## src/rtl/rv32i_types.sv

```systemverilog
// +------------------------------------------------------------------+
// | rv32i_types : shared core types for the multiplier FU scheduler  |
// | Rev 1.0 - initial release                                        |
// +------------------------------------------------------------------+
`default_nettype none

package rv32i_types;

  localparam int NUM_MULT_UNITS = 2;
  localparam int MULT_IDX_W     = (NUM_MULT_UNITS > 1) ? $clog2(NUM_MULT_UNITS) : 1;

  typedef struct packed {
    logic [3:0]  rob_idx;
    logic [2:0]  funct3;
    logic [31:0] rs1_val;
    logic [31:0] rs2_val;
  } issue_fu_data_t;

  typedef struct packed {
    logic [3:0]  rob_idx;
    logic [31:0] result;
  } fu_cdb_data_t;

endpackage

`default_nettype wire

```

## src/rtl/mult_sched_if.sv

```systemverilog
// +------------------------------------------------------------------+
// | mult_sched_if : RS / FU-array / CDB bundle of the mult scheduler |
// | Optional MULT_SCHED_PERF_EN adds the performance counter outputs |
// | Rev 1.0 - initial release                                        |
// +------------------------------------------------------------------+
`default_nettype none

interface mult_sched_if #(
  parameter int NUM_UNITS = rv32i_types::NUM_MULT_UNITS
) ();
  import rv32i_types::*;

  logic                                 branch_mispredict;
  logic                                 issue_valid;
  issue_fu_data_t                       issue_data;
  logic                                 issue_ready;
  issue_fu_data_t [NUM_UNITS-1:0]       fu_input_data;
  logic [NUM_UNITS-1:0]                 fu_start;
  logic [NUM_UNITS-1:0]                 fu_busy;
  logic [NUM_UNITS-1:0]                 fu_done;
  fu_cdb_data_t [NUM_UNITS-1:0]         fu_output_data;
  logic [NUM_UNITS-1:0]                 cdb_ack;
  logic                                 cdb_valid;
  fu_cdb_data_t                         cdb_data;
  logic                                 cdb_accept;
`ifdef MULT_SCHED_PERF_EN
  logic [31:0]                          perf_issues;
  logic [31:0]                          perf_stalls;
  logic [31:0]                          perf_cdb_blocked;
`endif

  // slave is the scheduler; master is the surrounding RS / FU / CDB environment
  modport slave (
`ifdef MULT_SCHED_PERF_EN
    output perf_issues, perf_stalls, perf_cdb_blocked,
`endif
    input  branch_mispredict, issue_valid, issue_data, fu_busy, fu_done,
    input  fu_output_data, cdb_accept,
    output issue_ready, fu_input_data, fu_start, cdb_ack, cdb_valid, cdb_data
  );

  modport master (
`ifdef MULT_SCHED_PERF_EN
    input  perf_issues, perf_stalls, perf_cdb_blocked,
`endif
    output branch_mispredict, issue_valid, issue_data, fu_busy, fu_done,
    output fu_output_data, cdb_accept,
    input  issue_ready, fu_input_data, fu_start, cdb_ack, cdb_valid, cdb_data
  );

endinterface

`default_nettype wire

```

## src/rtl/rr_arbiter.sv

```systemverilog
// +------------------------------------------------------------------+
// | rr_arbiter : combinational one-hot arbiter, priority rotating    |
// | from ptr (first request at or after ptr, cyclically)             |
// | Rev 1.0 - initial release                                        |
// +------------------------------------------------------------------+
`default_nettype none

module rr_arbiter #(
  parameter int N = 2
) (
  input  logic [N-1:0]                     req,
  input  logic [((N > 1) ? $clog2(N) : 1)-1:0] ptr,
  output logic [N-1:0]                     gnt,
  output logic [((N > 1) ? $clog2(N) : 1)-1:0] gnt_idx,
  output logic                             any
);
  localparam int IW = (N > 1) ? $clog2(N) : 1;

  // Upper segment [ptr, N) is searched first, then the wrapped segment [0, ptr)
  always_comb begin
    gnt     = '0;
    gnt_idx = '0;
    any     = 1'b0;
    for (int k = 0; k < N; k++) begin
      if (!any && req[k] && (k >= int'(ptr))) begin
        any     = 1'b1;
        gnt[k]  = 1'b1;
        gnt_idx = IW'(k);
      end
    end
    for (int k = 0; k < N; k++) begin
      if (!any && req[k]) begin
        any     = 1'b1;
        gnt[k]  = 1'b1;
        gnt_idx = IW'(k);
      end
    end
  end

endmodule

`default_nettype wire

```

## src/rtl/mult_sched.sv

```systemverilog
// +------------------------------------------------------------------+
// | mult_sched : steers mult ops to free FUs and funnels FU results  |
// | into one registered CDB slot. Option: MULT_SCHED_PERF_EN         |
// | Rev 1.0 - initial release                                        |
// +------------------------------------------------------------------+
`default_nettype none

module mult_sched
  import rv32i_types::*;
#(
  parameter int NUM_UNITS = NUM_MULT_UNITS
) (
  input  logic         clk,
  input  logic         rst,
  mult_sched_if.slave  bus
);
  localparam int IW = (NUM_UNITS > 1) ? $clog2(NUM_UNITS) : 1;

  logic [NUM_UNITS-1:0] occ;
  logic [NUM_UNITS-1:0] free;
  logic [NUM_UNITS-1:0] cand;
  logic [NUM_UNITS-1:0] issue_gnt;
  logic [NUM_UNITS-1:0] done_gnt;
  logic [NUM_UNITS-1:0] start;
  logic [NUM_UNITS-1:0] ack;
  logic [IW-1:0]        issue_ptr;
  logic [IW-1:0]        done_ptr;
  logic [IW-1:0]        issue_idx;
  logic [IW-1:0]        done_idx;
  logic                 issue_any;
  logic                 done_any;
  logic                 ready;
  logic                 issue_fire;
  logic                 slot_free;
  logic                 capture;
  logic                 slot_valid;
  fu_cdb_data_t         slot_data;
  logic                 busy_unused;

  function automatic logic [IW-1:0] ptr_inc(input logic [IW-1:0] idx);
    return (idx == IW'(NUM_UNITS - 1)) ? '0 : idx + IW'(1);
  endfunction

  rr_arbiter #(.N(NUM_UNITS)) u_issue_arb (
    .req     (free),
    .ptr     (issue_ptr),
    .gnt     (issue_gnt),
    .gnt_idx (issue_idx),
    .any     (issue_any)
  );

  rr_arbiter #(.N(NUM_UNITS)) u_done_arb (
    .req     (cand),
    .ptr     (done_ptr),
    .gnt     (done_gnt),
    .gnt_idx (done_idx),
    .any     (done_any)
  );

  // Occupancy is tracked internally; fu_busy lags fu_start by a cycle
  assign busy_unused = ^bus.fu_busy;
  assign free        = ~occ;
  assign cand        = bus.fu_done & occ;
  assign slot_free   = ~slot_valid | bus.cdb_accept;

  assign ready      = issue_any & ~bus.branch_mispredict & ~rst;
  assign issue_fire = bus.issue_valid & ready;
  assign capture    = slot_free & done_any & ~bus.branch_mispredict & ~rst;
  assign start      = issue_fire ? issue_gnt : '0;
  assign ack        = capture ? done_gnt : '0;

  assign bus.issue_ready = ready;
  assign bus.fu_start    = start;
  assign bus.cdb_ack     = ack;
  assign bus.cdb_valid   = slot_valid;
  assign bus.cdb_data    = slot_data;

  for (genvar g = 0; g < NUM_UNITS; g++) begin : g_fu_data
    assign bus.fu_input_data[g] = bus.issue_data;
  end

  // A unit acked this cycle is not visible as free until next cycle
  always_ff @(posedge clk or posedge rst) begin
    if (rst) begin
      occ        <= '0;
      issue_ptr  <= '0;
      done_ptr   <= '0;
      slot_valid <= 1'b0;
      slot_data  <= '0;
    end else if (bus.branch_mispredict) begin
      occ        <= '0;
      slot_valid <= 1'b0;
    end else begin
      occ <= (occ & ~ack) | start;
      if (issue_fire) begin
        issue_ptr <= ptr_inc(issue_idx);
      end
      if (capture) begin
        slot_valid <= 1'b1;
        slot_data  <= bus.fu_output_data[done_idx];
        done_ptr   <= ptr_inc(done_idx);
      end else if (bus.cdb_accept) begin
        slot_valid <= 1'b0;
      end
    end
  end

`ifdef MULT_SCHED_PERF_EN
  logic [31:0] perf_issues;
  logic [31:0] perf_stalls;
  logic [31:0] perf_blocked;

  always_ff @(posedge clk or posedge rst) begin
    if (rst) begin
      perf_issues  <= '0;
      perf_stalls  <= '0;
      perf_blocked <= '0;
    end else begin
      if (issue_fire) begin
        perf_issues <= perf_issues + 32'd1;
      end
      if (bus.issue_valid && !ready) begin
        perf_stalls <= perf_stalls + 32'd1;
      end
      if ((cand != '0) && !slot_free) begin
        perf_blocked <= perf_blocked + 32'd1;
      end
    end
  end

  assign bus.perf_issues      = perf_issues;
  assign bus.perf_stalls      = perf_stalls;
  assign bus.perf_cdb_blocked = perf_blocked;
`endif

endmodule

`default_nettype wire
```

## src/flat_wrapper.sv

```systemverilog
// flat-port wrapper written by rule: the top's interface ports become plain ports
module mult_sched_flat import rv32i_types::*;
#(
  parameter int NUM_UNITS = NUM_MULT_UNITS
)
  (clk, rst, bus_branch_mispredict, bus_issue_valid, bus_issue_data, bus_fu_busy, bus_fu_done, bus_fu_output_data, bus_cdb_accept, bus_issue_ready, bus_fu_input_data, bus_fu_start, bus_cdb_ack, bus_cdb_valid, bus_cdb_data);
  mult_sched_if #(.NUM_UNITS(NUM_UNITS)) bus_i ();
  input  logic clk;
  input  logic rst;
  input wire logic [$bits(bus_i.branch_mispredict)-1:0] bus_branch_mispredict;
  input wire logic [$bits(bus_i.issue_valid)-1:0] bus_issue_valid;
  input wire logic [$bits(bus_i.issue_data)-1:0] bus_issue_data;
  input wire logic [$bits(bus_i.fu_busy)-1:0] bus_fu_busy;
  input wire logic [$bits(bus_i.fu_done)-1:0] bus_fu_done;
  input wire logic [$bits(bus_i.fu_output_data)-1:0] bus_fu_output_data;
  input wire logic [$bits(bus_i.cdb_accept)-1:0] bus_cdb_accept;
  output wire logic [$bits(bus_i.issue_ready)-1:0] bus_issue_ready;
  output wire logic [$bits(bus_i.fu_input_data)-1:0] bus_fu_input_data;
  output wire logic [$bits(bus_i.fu_start)-1:0] bus_fu_start;
  output wire logic [$bits(bus_i.cdb_ack)-1:0] bus_cdb_ack;
  output wire logic [$bits(bus_i.cdb_valid)-1:0] bus_cdb_valid;
  output wire logic [$bits(bus_i.cdb_data)-1:0] bus_cdb_data;
  assign bus_i.branch_mispredict = bus_branch_mispredict;
  assign bus_i.issue_valid = bus_issue_valid;
  assign bus_i.issue_data = bus_issue_data;
  assign bus_i.fu_busy = bus_fu_busy;
  assign bus_i.fu_done = bus_fu_done;
  assign bus_i.fu_output_data = bus_fu_output_data;
  assign bus_i.cdb_accept = bus_cdb_accept;
  assign bus_issue_ready = bus_i.issue_ready;
  assign bus_fu_input_data = bus_i.fu_input_data;
  assign bus_fu_start = bus_i.fu_start;
  assign bus_cdb_ack = bus_i.cdb_ack;
  assign bus_cdb_valid = bus_i.cdb_valid;
  assign bus_cdb_data = bus_i.cdb_data;
  mult_sched #(.NUM_UNITS(NUM_UNITS)) u_core (.clk(clk), .rst(rst), .bus(bus_i));
endmodule
```

## config.mk

```make
export PLATFORM = sky130hd
export DESIGN_NAME = mult_sched_flat
export DESIGN_NICKNAME = d
export VERILOG_FILES = /design/src/rtl/rv32i_types.sv /design/src/rtl/mult_sched_if.sv /design/src/rtl/rr_arbiter.sv /design/src/rtl/mult_sched.sv /design/src/flat_wrapper.sv
export SDC_FILE = /design/constraint.sdc
export NUM_CORES = 1
export LEC_CHECK = 0
export BUFFER_PORTS_ARGS = -buffer_cell sky130_fd_sc_hd__buf_4
export CAP_MARGIN = 40
export CORE_AREA = 2 2 130 132
export CTS_BUF_LIST = sky130_fd_sc_hd__clkbuf_4
export DETAILED_ROUTE_END_ITERATION = 8
export DIE_AREA = 0 0 132 134
export HOLD_SLACK_MARGIN = 0.06
export RECOVER_POWER = 100
export SKIP_LAST_GASP = 1
export SYNTH_ARGS = -nofsm -noshare
export SYNTH_HDL_FRONTEND = slang
export SYNTH_SLANG_ARGS = --single-unit
export TNS_END_PERCENT = 20
```

## constraint.sdc

```tcl
create_clock -name clk -period 3.45 [get_ports clk]
set_input_delay 0.5175 -clock clk [delete_from_list [all_inputs] [get_ports clk]]
set_output_delay 0.5175 -clock clk [all_outputs]
set_load 0.01 [all_outputs]
```

==> results.tsv <==
metric	value	unit
highest metal used	met4	
layout cell share with drive strength beyond 1	28.0	%
Area growth, synth to finish	-3.72	%
Peak Freq	0.361	GHz
CP endpoint kind	primary output	
number of global-route vias before repair	2832	
pin count of the biggest net entering global routing	39	
Seq cells post-synth	41	
CORE AREA	0.0163	mm2
fillcell total	1882	
Synthesis Warnings	0	
Inst Count DP	562	
crit start category	flop	
CTS buffer count	5	
Starting Density	20.4	%
post-route setup TNS	0	ps
PortBufs	120	
Num Clock Sinks	41	
Hold WC Path Type	primary input to async pin	
Max Root-Sink Buffers	2	
worst vdd ir	0.151	mV
synthesized area per cell	8.47	um2
Detailed Routing Iterations Pass 1	4	
Req. time, crit path	2930	ps
# nets final	501	
number of remaining DRC errors	0	
CTS tree	done	
Fin. Hold Viols	0	
MaxCap Viol Count	1	
Worst Path Max Fanout	19	
CTS resizes	0	
minimum clock period	2770	ps
cells on worst reg2reg path	4	
io pins	336	
critical path data arrival time	2250	ps
all-layer global routing usage	13.2	%
DR vias	2776	
Slew Limit Headroom	-19.0	%
hpwl dp	8580	um
minimum setup slack among reg-to-reg paths	790	ps
initial antenna violation count	1	
post-layout instance area	0.00320	mm2
Final setup viols	0	
CTS Hold Buffers Added	0	
Rows	47	
Slew Viols, Final	31	
Synth Cell Area	0.00333	mm2
Post-Syn Nets	545	
WL/cell	21.2	um
total grt overflow	0	
sequential share of the synthesized area	30.8	%
post-CTS setup buffer count	0	
Vias/cell	4.86	
CTS root buffer	clkbuf_4	
die area	0.0177	mm2
Routed met2 length	5810	um
reg2reg end	u_core.bus.cdb_data[29]	
pwr/cell area	590	mW/mm2
post-synth cell types	29	
failing checks	max-capacitance violations, max-slew violations	
Crit Path Category	flop to primary output	
unrepaired setup endpoints after global routing	false	
fin cells	571	
clk_lat worst skew	370	ps
Detail Route Antenna Nets	0	
aggregate routed wire length	12100	um
Tightest Pin Transition	1790	ps
die height	134	um
metal3 WL	1310	um
CTS clock-pin slew for the worst setup and hold paths	140	ps
Max Clock Skew	14.3	ps
Die W	132	um
cells after synthesis	393	
Area after DPL	0.00333	mm2
post-route clock period utilization	80.2	%
GP Congestion	0.711	
outcome	complete, but fails checks	
Overall Power	1.89	mW
static leakage	1.23	nW
Worst R2R Start	u_core.occ[1]	
H-tree depth	2	
global-route wire length before repair	17500	um
Met1 Wirelength	4500	um
Starting DRT DRC Count	212	
critical path, cell delays in order (launching register included):
cell and delay [ps]:
dfrtp_1 690, nand2_1 530, nand4b_1 410, inv_1 90
clkbuf_1 160
where the power goes:
group          total, mW  switching, mW  internal, mW  leakage, nW
registers          0.851          0.145         0.707        0.482
clock network      0.273          0.168         0.105       0.0368
logic              0.765          0.452         0.314        0.709
flip-flops by register name, indices dropped and copies added, names as in the netlist:
signal / count
u_core.bus.cdb_data: 36
u_core.occ: 2
u_core.bus.cdb_valid: 1
u_core.done_ptr: 1
u_core.issue_ptr: 1
through the flow:
step | worst slack, ps | hold WS, ps | util, %
floorplan | 1570 | 470 | -
global placement | 896 | 483 | 20.3
detailed placement | 873 | 520 | 20.4
CTS | 628 | 80.7 | 20.8
global route | 421 | 247 | 19.7
finish | 682 | 227 | 19.7
cell usage after synthesis, drive strengths merged:
master,number,area share [%]
or3b,1,0.26
a31o,1,0.26
nand3,1,0.15
inv,4,0.45
o31a,1,0.26
buf,158,36
and3b,1,0.26
nand2,1,0.11
and3,1,0.19
nand2b,1,0.19
a211oi,1,0.23
a21oi,1,0.15
nor2,5,0.56
nor3,3,0.60
o21a,1,0.23
clkbuf,21,2.4
nand3b,1,0.34
a31oi,73,14
a22o,1,0.26
nor2b,1,0.19
dfrtp,41,31
nand4b,1,0.26
nand4,36,6.8
o21ai,37,5.6
worst max-delay path by stage:
stage	startpoint	endpoint	slack (ps)	depth (start not counted)
after floorplan	bus_fu_done[1]	bus_cdb_ack[0]	1570	5
after global placement	bus_fu_done[1]	bus_cdb_ack[1]	900	5
after detailed placement	bus_fu_done[1]	bus_cdb_ack[1]	870	5
after CTS	u_core.occ[1]	bus_cdb_ack[1]	630	4
after global routing	u_core.occ[1]	bus_cdb_ack[1]	420	4
final	u_core.occ[1]	bus_cdb_ack[1]	680	4
final cells by class:
type,instances,area (um2),area share [%]
Tap cell,220,275,8.59
Inverter,4,15.0,0.469
Timing Repair Buffer,128,796,24.8
Sequential cell,41,1030,32.0
Clock buffer,8,60.1,1.87
Multi-Input combinational cell,169,1030,32.1
Antenna cell,1,2.50,0.0781
metal layers:
metal,up-vias,track usage [%]
met3,53,5.67
met4,0,7.00
li1,1194,-
met2,214,21.8
met1,1315,14.3
met5,-,0
cell families (layout without fill, tap and decap cells):
kind of cell	after synthesis	after routing	synth area share (%)
buffers and inverters	183	140	38.4
other	0	1	0
and+or+nand+nor	53	53	9.89
AOI/OAI and AO/OA	116	116	20.9
DFF	41	41	30.8
layout by cell type, fill, tap and decap left out, drive strengths merged:
master	netlist	routed
inv	4	4
o31a	1	1
and3	1	1
buf	158	84
nor3	3	3
a211oi	1	1
o21ai	37	37
nand2b	1	1
nand3b	1	1
nor2	5	5
diode	0	1
a21oi	1	1
o21a	1	1
nand3	1	1
a31o	1	1
nand4b	1	1
and3b	1	1
a31oi	73	73
dfrtp	41	41
or3b	1	1
nand2	1	1
a22o	1	1
nand4	36	36
nor2b	1	1
clkbuf	21	52
Power figures use the tool's default switching activity.
